==> src/rtl/key_uart_sched_pkg.sv <==
// Shared encodings and defaults for the key/second-source UART byte scheduler.
package key_uart_sched_pkg;

  localparam logic [1:0] ST_IDLE = 2'd0;
  localparam logic [1:0] ST_SEND = 2'd1;
  localparam logic [1:0] ST_WAIT = 2'd2;

  localparam int FIFO_AW_DEF    = 2;
  localparam int TX_TIMEOUT_DEF = 65535;

  typedef struct packed {
    logic       vld;
    logic [7:0] data;
  } pend_t;

endpackage

==> src/rtl/key_uart_sched_sync_fifo.sv <==
// Small synchronous FIFO; extra pointer MSB distinguishes full from empty.
module sync_fifo #(
  parameter int W  = 8,
  parameter int AW = 2
) (
  input  logic         Clk,
  input  logic         Rst_n,
  input  logic         push,
  input  logic [W-1:0] din,
  input  logic         pop,
  output logic [W-1:0] dout,
  output logic         full,
  output logic         empty
);

  logic [AW:0]  wr_ptr;
  logic [AW:0]  rd_ptr;
  logic [W-1:0] mem [2**AW];
  logic         do_push;
  logic         do_pop;

  assign empty   = (wr_ptr == rd_ptr);
  assign full    = (wr_ptr[AW] != rd_ptr[AW]) && (wr_ptr[AW-1:0] == rd_ptr[AW-1:0]);
  assign do_pop  = pop && !empty;
  // a pop on the same edge frees the slot, so a push into a full FIFO is legal then
  assign do_push = push && (!full || do_pop);
  assign dout    = mem[rd_ptr[AW-1:0]];

  always_ff @(posedge Clk or negedge Rst_n) begin
    if (!Rst_n) begin
      wr_ptr <= '0;
      rd_ptr <= '0;
    end else begin
      if (do_push) wr_ptr <= wr_ptr + 1'b1;
      if (do_pop)  rd_ptr <= rd_ptr + 1'b1;
    end
  end

  always_ff @(posedge Clk) begin
    if (do_push) mem[wr_ptr[AW-1:0]] <= din;
  end

endmodule

==> src/rtl/key_uart_sched.sv <==
// Round-robin scheduler of two byte sources onto one UART byte transmitter.
//  state | meaning
//  IDLE  | waiting for a queued byte; pops FIFO head into Data_byte
//  SEND  | one-cycle Send_en pulse, timeout counter cleared
//  WAIT  | waiting for Tx_Done or timeout (sets sticky tmo_err)
module key_uart_sched
  import key_uart_sched_pkg::*;
#(
  parameter int FIFO_AW    = FIFO_AW_DEF,
  parameter int TX_TIMEOUT = TX_TIMEOUT_DEF
) (
  input  logic       Clk,
  input  logic       Rst_n,
  input  logic       req0_en,
  input  logic [7:0] req0_byte,
  input  logic       req1_en,
  input  logic [7:0] req1_byte,
  input  logic       Tx_Done,
  output logic       Send_en,
  output logic [7:0] Data_byte,
  output logic       busy,
  output logic       fifo_full,
  output logic [7:0] drop_cnt,
  output logic       tmo_err
);

  localparam int CW = $clog2(TX_TIMEOUT + 1);
  localparam logic [CW-1:0] TMO_TERM = CW'(TX_TIMEOUT - 1);

  pend_t       pend0;
  pend_t       pend1;
  logic        rr;
  logic        gnt0;
  logic        gnt1;
  logic        push;
  logic [7:0]  push_data;
  logic        pop;
  logic [7:0]  fifo_dout;
  logic        fifo_empty;
  logic        drop0;
  logic        drop1;
  logic [8:0]  drop_sum;
  logic [1:0]  state;
  logic [CW-1:0] tmo_cnt;

  // rr == 0 favours requester 0 when both are pending
  always_comb begin
    gnt0 = 1'b0;
    gnt1 = 1'b0;
    if (!fifo_full) begin
      if (pend0.vld && (!pend1.vld || !rr)) gnt0 = 1'b1;
      else if (pend1.vld)                   gnt1 = 1'b1;
    end
  end

  assign push      = gnt0 || gnt1;
  assign push_data = gnt0 ? pend0.data : pend1.data;
  assign drop0     = req0_en && pend0.vld && !gnt0;
  assign drop1     = req1_en && pend1.vld && !gnt1;
  assign drop_sum  = {1'b0, drop_cnt} + {8'd0, drop0} + {8'd0, drop1};
  assign pop       = (state == ST_IDLE) && !fifo_empty;
  assign Send_en   = (state == ST_SEND);
  assign busy      = (state != ST_IDLE);

  always_ff @(posedge Clk or negedge Rst_n) begin
    if (!Rst_n) begin
      pend0    <= '0;
      pend1    <= '0;
      rr       <= 1'b0;
      drop_cnt <= '0;
    end else begin
      if (req0_en)   pend0 <= {1'b1, req0_byte};
      else if (gnt0) pend0.vld <= 1'b0;
      if (req1_en)   pend1 <= {1'b1, req1_byte};
      else if (gnt1) pend1.vld <= 1'b0;
      if (push && pend0.vld && pend1.vld) rr <= ~rr;
      drop_cnt <= drop_sum[8] ? 8'hFF : drop_sum[7:0];
    end
  end

  sync_fifo #(
    .W  (8),
    .AW (FIFO_AW)
  ) u_fifo (
    .Clk   (Clk),
    .Rst_n (Rst_n),
    .push  (push),
    .din   (push_data),
    .pop   (pop),
    .dout  (fifo_dout),
    .full  (fifo_full),
    .empty (fifo_empty)
  );

  always_ff @(posedge Clk or negedge Rst_n) begin
    if (!Rst_n) begin
      state     <= ST_IDLE;
      Data_byte <= '0;
      tmo_cnt   <= '0;
      tmo_err   <= 1'b0;
    end else begin
      case (state)
        ST_IDLE: begin
          if (!fifo_empty) begin
            Data_byte <= fifo_dout;
            state     <= ST_SEND;
          end
        end
        ST_SEND: begin
          tmo_cnt <= '0;
          state   <= ST_WAIT;
        end
        ST_WAIT: begin
          if (Tx_Done) begin
            state <= ST_IDLE;
          end else if (tmo_cnt == TMO_TERM) begin
            tmo_err <= 1'b1;
            state   <= ST_IDLE;
          end else begin
            tmo_cnt <= tmo_cnt + 1'b1;
          end
        end
        default: state <= ST_IDLE;
      endcase
    end
  end

endmodule

==> config.mk <==
export PLATFORM = sky130hd
export DESIGN_NAME = key_uart_sched
export DESIGN_NICKNAME = d
export VERILOG_FILES = /design/src/rtl/key_uart_sched_pkg.sv /design/src/rtl/key_uart_sched_sync_fifo.sv /design/src/rtl/key_uart_sched.sv
export SDC_FILE = /design/constraint.sdc
export NUM_CORES = 1
export LEC_CHECK = 0
export CAP_MARGIN = 25
export CELL_PAD_IN_SITES_DETAIL_PLACEMENT = 0
export CELL_PAD_IN_SITES_GLOBAL_PLACEMENT = 1
export CORE_ASPECT_RATIO = 1.5
export CORE_MARGIN = 4
export CORE_UTILIZATION = 50
export DETAILED_ROUTE_END_ITERATION = 12
export PLACE_DENSITY_LB_ADDON = 0.12
export SYNTH_ARGS = -nofsm -noshare
export SYNTH_HDL_FRONTEND = slang
export SYNTH_HIERARCHICAL = 1
export SYNTH_SLANG_ARGS = --single-unit
==> constraint.sdc <==
create_clock -name Clk -period 7.1 [get_ports Clk]
set_clock_uncertainty 0.2 [all_clocks]
set_input_delay 1.065 -clock Clk [delete_from_list [all_inputs] [get_ports Clk]]
set_output_delay 1.065 -clock Clk [all_outputs]
set_load 0.03 [all_outputs]
# Word level (Yosys, flattened, before mapping)
# Memory sizes are Yosys's and may differ from the RTL's. A register that Yosys moved wholly into a read port is not among the register bits.
# Index checks and enable logic that the tools add are counted.
dict set report totals {
  word_cells 80
  input_bits 21
  mem_count 1
  regBits 52
  mem_bits_rw 32
  out_inout_bits 20
}
# name depth word_bits rd rd_ports_with_merged_regs wr line_no
set memory_table {}
lappend memory_table {u_fifo.mem 4 8 1 1 1 key_uart_sched_sync_fifo.sv:18} ;# logic [W-1:0] mem [2**AW];
dict set report op_classes {
  reduce_logical 30
  addsub 5
  eq_ne 10
  bitwise_logic 3
  mux 20
}
# cell n
set ops {}
lappend ops {{2-to-1 mux 16 bit} 2}
lappend ops {{case mux 16 bit (2 select lines)} 1}
lappend ops {{adder 16 x 1 -> 16 bit (second input constant)} 1}
lappend ops {{== test 16 bit (second input constant)} 1}
lappend ops {{2-to-1 mux 8 bit} 2}
lappend ops {{logical AND 1 bit} 11}
lappend ops {{2-to-1 mux 1 bit} 11}
lappend ops {{adder 8 x 1 -> 9 bit} 1}
lappend ops {{adder 9 x 1 -> 9 bit} 1}
lappend ops {{nonzero test 2 bit} 4}
lappend ops {{zero test 1 bit} 7}
lappend ops {{adder 3 x 1 -> 3 bit (second input constant)} 2}
lappend ops {{2-to-1 mux 2 bit} 3}
lappend ops {{!= test 2 bit (second input constant)} 3}
lappend ops {{case mux 2 bit (3 select lines)} 1}
lappend ops {{AND reduction 3 bit} 2}
lappend ops {{AND reduction 2 bit} 2}
lappend ops {{== test 3 bit} 1}
lappend ops {{logical OR 1 bit} 3}
lappend ops {{!= test 3 bit (second input constant)} 1}
lappend ops {{inverter 1 bit} 3}
lappend ops {{== test 2 x 1 -> 1 bit (second input constant)} 1}
lappend ops {{== test 2 bit} 1}
lappend ops {{== test 2 bit (second input constant)} 1}
lappend ops {{other kinds (2)} 2}

# Logic depth before layout (Yosys ltp)
dict set report depth {
  word_depth 10
  depth_mapped 13
  mapped_depth_nobuf 11
}

# By module
# Netlist, hierarchy kept.
# module area_each_um2 cells_per_inst n_inst
set by_module_without_submodules {}
lappend by_module_without_submodules {key_uart_sched 2391.0 199 1}
lappend by_module_without_submodules {sync_fifo 1602.8 85 1}

# Worst setup path after synthesis
# OpenSTA, ideal clock, no wires.
dict set report synth_timing {
  path_kind {register to register}
  start {register u_fifo.rd_ptr[1]}
  end {register drop_cnt[2]}
  stages_incl_launch_ff 14
  arrival_ps 3292
  path_buffers 2
  required_time_ps 6817
  setup_slack_ps 3525
  cell_sequence {dfrtp_1 -> buf_6 -> xor2_1 -> buf_2 -> nor3_1 -> nor2b_1 -> nand2_1 -> and3_1 -> fa_1 -> and3_1 -> and2_1 -> and3_1 -> nand3_1 -> o21ai_0}
}
dict set report synth_via {
  elab_chain_cells 8
  elab_cells_between_ends 11
  cone_classes {add/sub: 2; eq/ne: 1; mux: 3; reduce/logical: 5}
}
# item line_no
set synth_rtl {}
lappend synth_rtl {{from (decl)} key_uart_sched_sync_fifo.sv:17} ;# logic [AW:0] rd_ptr;
lappend synth_rtl {{from (signal assigned)} key_uart_sched_sync_fifo.sv:35} ;# if (do_pop) rd_ptr <= rd_ptr + 1'b1;
lappend synth_rtl {{== test 2 bit *} key_uart_sched_sync_fifo.sv:23} ;# assign full = (wr_ptr[AW] != rd_ptr[AW]) && (wr_ptr[AW-1:0] == rd_ptr[AW-1:0]);
lappend synth_rtl {{logical AND 1 bit *} key_uart_sched_sync_fifo.sv:23}
lappend synth_rtl {{via fifo_full} key_uart_sched.sv:22} ;# output logic fifo_full,
lappend synth_rtl {{2-to-1 mux 1 bit} key_uart_sched.sv:50} ;# if (!fifo_full) begin
lappend synth_rtl {{zero test 1 bit} key_uart_sched.sv:58} ;# assign drop0 = req0_en && pend0.vld && !gnt0;
lappend synth_rtl {{logical AND 1 bit} key_uart_sched.sv:58}
lappend synth_rtl {{adder 8 x 1 -> 9 bit} key_uart_sched.sv:60} ;# assign drop_sum = {1'b0, drop_cnt} + {8'd0, drop0} + {8'd0, drop1};
lappend synth_rtl {{adder 9 x 1 -> 9 bit *} key_uart_sched.sv:60}
lappend synth_rtl {{2-to-1 mux 8 bit *} key_uart_sched.sv:77} ;# drop_cnt <= drop_sum[8] ? 8'hFF : drop_sum[7:0];
lappend synth_rtl {{to (signal assigned)} key_uart_sched.sv:77}
lappend synth_rtl {{to (decl)} key_uart_sched.sv:23} ;# output logic [7:0] drop_cnt,
# The timed path passes the listed nets; every way through them passes the cells marked *.
# A chain may end at the register's enable or synchronous reset.

# Worst setup path after layout
dict set report layout_timing {
  start {register u_fifo.rd_ptr[1]}
  end {register drop_cnt[5]}
}
dict set report layout_via {
  elab_chain_cells 8
  elab_cells_between_ends 11
  cone_classes {add/sub: 2; eq/ne: 1; mux: 3; reduce/logical: 5}
}
# item line_no
set layout_rtl {}
lappend layout_rtl {{== test 2 bit *} key_uart_sched_sync_fifo.sv:23}
lappend layout_rtl {{logical AND 1 bit *} key_uart_sched_sync_fifo.sv:23}
lappend layout_rtl {{2-to-1 mux 1 bit} key_uart_sched.sv:50}
lappend layout_rtl {{zero test 1 bit} key_uart_sched.sv:58}
lappend layout_rtl {{logical AND 1 bit} key_uart_sched.sv:58}
lappend layout_rtl {{adder 8 x 1 -> 9 bit} key_uart_sched.sv:60}
lappend layout_rtl {{adder 9 x 1 -> 9 bit *} key_uart_sched.sv:60}
lappend layout_rtl {{2-to-1 mux 8 bit *} key_uart_sched.sv:77}
# Every way passes the cells marked *; elsewhere a longest branch is shown, timed or not.

==> impl_results.md <==
- Status: finished, final reports clean
- Overall routing resource usage: 16.30%
- Final period utilization: 55.14%
- Post-CTS Repair Setup Buffers: 0
- Critical Path RT: approximately 7.1 ns
- Critical setup path kind: flip-flop to flip-flop
- Total I/O pin count: 41
- Worst path bufs/invs: 0
- H-tree depth: 3
- Post-route ant nets: 0
- Seq/Total Area, Yosys: 61.65%
- RR Endpoint: drop_cnt[5]
- Num CTS Buffers: 9
- CP Cell Sequence: xor2_1 > nor3_1 > nor2b_1 > nand2_1 > and3_1 > fa_1 > and3_1 > and2_1 > and3_1 > nand3_1 > o21ai_0
- Antenna diodes: 0
- Leading area contributor after synthesis: dfrtp_1
- DR vias: 2394
- Clk sink count: 92
- Cts repair resizes: 0
- Total Power: 0.002249 W
- Seq cells post-synth: 92
- Clock buffer depth: 2
- Min-Delay Path Class: flip-flop to flip-flop
- P&R area growth vs syn: 20.52%
- Synth top cells by count: dfrtp_1 (60), mux2_2 (34), edfxtp_1 (32)
- Core area: 7710 um^2
- Initial core utilization: 51.80%
- Fin Setup TNS: 0 ns
- CTS tree: done
- Clock root cell: clkbuf_16
- Number of synthesized flops with an enable pin: 32
- Mean Syn Cell Area: between 10 and 15 um^2
- Crit Path Max Fanout: 11
- RSZ-0062 raised after global routing: no
- Worst vdd ir: approximately 300 uV
- Drc violations: 0
- CTS clk-pin slew, worst paths: ~0.060 ns
- Top post-synthesis cells by area: dfrtp_1 (38%), edfxtp_1 (24%), mux2_2 (9.6%)
- Layout cells sized above 1: 20.66%
- Drt wl/cell: 15.60 um
- Dpl hpwl: 4.788 mm
- Initial antenna violation count: 0
- Net Count, Synth: 313
- Number of global-route vias before repair: 2499
- Slowest stage delay, CP: around 0.65 ns
- Worst Setup Start Kind: flip-flop
- GR Overflow Total: 0
- Worst Path Arrival: 3.92 ns
- Leakage: 1.913 nW
- Cell family with most CP delay: simple AND/OR/NAND/NOR gates
- CTS Hold Bufs: 0
- Most used DFF post-synth: dfrtp_1
- First-pass GRT wire length: 11.85 mm
- Pins Over Slew Limit: 0
- Final nets: 358
- Iter 0 DRT Violations: 115
- Cells after Synth: 284
- Final Hold Vio Count: 0
- Syn Std Cell Area: 3994 um^2
- Worst-Margin Slew: 0.7448 ns
- Setup crit end kind: flip-flop
- Pre-Repair DR Iteration Count: 4
- Max capacitance violation total: 0
- Via-to-Cell Ratio: 5.491
- Yosys top cell area share: 37.59%
- Distinct cells, synth: 48
- Routed WL: 6.800 mm
- Tmin final: 3.915 ns
- Hold path endpoint: tmo_err
- Max-slew headroom: 50.29%
- I/O Buffers: 40
- Ys Warns: 6
- Worst path slowest cell: dfrtp_1
- Fmax: between 200 and 300 MHz
- Worst Hold Launch: tmo_err
- PwrDens: approximately 470 nW/um^2
- R2r setup slk: 3.18 ns
- Most frequent cell after synthesis: dfrtp_1
- Placer Congestion: ~0.7
- Die H: approximately 120 um
- Final setup viols: 0
- Rows: 39
- Die area: 9511 um^2
- FF-to-FF Start: u_fifo/rd_ptr[1]
- Most common cell on crit path: and3_1
- Largest net degree at the start of global routing: 61
- Hold path depth: 1
- Worst reg2reg path depth: 11
- Async SR Flop Fraction: 65.22%
- Clock Latency Late Sink: 0.33 ns
- Die boundary width: 80.98 um
-- where the power goes --
part / internal [W] / switching (W)
Combinational: 0.000386 / 0.000456
Sequential: 0.000794 / 0.000121
Clock: 0.000303 / 0.000190
-- layer usage --
metal / track usage (%) / vias up / wire length (um)
met5: 0 / - / 0
met4: 7.294 / 0 / 82
met3: 3.982 / 6 / 212
met2: 27.37 / 36 / 3677
met1: 19.34 / 1196 / 2828
li1: - / 1156 / -
-- area by class of cell --
class                           count  area (um^2)
Clock inverter                      4        55.05
Clock buffer                       12        266.5
Sequential cell                    92         2462
Tap cell                          102        127.6
Multi-Input combinational cell    176         1461
Inverter                            8        30.03
Timing Repair Buffer               42        410.4
Fill cell                         637         2897
-- registers in the layout (all words and copies together), names as in the netlist --
signal / flops
u_fifo/mem: 32
rr: 1
tmo_cnt: 16
drop_cnt: 8
pend0: 9
u_fifo/wr_ptr: 3
pend1: 9
state: 2
Data_byte: 8
tmo_err: 1
u_fifo/rd_ptr: 3
-- cell families (layout without fill, tap and decap cells) --
| family | Yosys count | after routing | share of synthesized area [%] |
|---|---|---|---|
| flops | 92 | 92 | 61.65 |
| simple gates | 71 | 71 | 9.523 |
| mux | 45 | 45 | 14.85 |
| compound gates | 43 | 43 | 7.550 |
| buf+inv | 16 | 66 | 1.754 |
| xor+xnor | 9 | 9 | 1.974 |
| fa+ha+maj | 8 | 8 | 2.694 |
-- layout by cell type (no fill, tap or decap), types with 3 or more instances in the layout --
cell type and instances:
nand2_1 18, nand4_1 4, mux2_2 34, a21oi_1 4, xor2_1 3, and3_1 9
dfrtp_1 60, edfxtp_1 32, o21ai_0 11, nor2_1 9, mux4_2 8, nand3_1 10
nor3_1 3, clkbuf_8 3, nor2b_1 3, inv_1 8, mux2i_1 3, clkdlybuf4s50_1 39
ha_1 7, clkbuf_16 9, o31ai_1 6, o211ai_1 7, xnor2_1 6
-- how the worst max path moves through the flow --
stage	startpoint	end	slack [ns]	depth (start not counted)
final	u_fifo/rd_ptr[1]	drop_cnt[5]	3.18	11
after floorplan	u_fifo/rd_ptr[1]	drop_cnt[2]	3.53	13
after detailed placement	u_fifo/rd_ptr[0]	drop_cnt[3]	3.15	11
after global placement	u_fifo/rd_ptr[0]	drop_cnt[5]	3.25	11
after CTS	u_fifo/rd_ptr[0]	drop_cnt[5]	3.14	11
after global routing	u_fifo/rd_ptr[1]	drop_cnt[5]	2.73	11
-- per-stage QoR --
step	worst slack (ns)	cell area [um^2]	util, %	hold slack (ns)	cells
after global placement	3.250	4492	58.26	0.2650	420
after floorplan	3.525	3994	-	0.2494	284
after global routing	2.725	4813	62.43	0.2932	436
after detailed placement	3.151	4492	58.26	0.2705	420
after CTS	3.136	4813	62.43	0.2840	436
final	3.185	4813	62.43	0.2797	436
(Power assumes the default switching activity.)
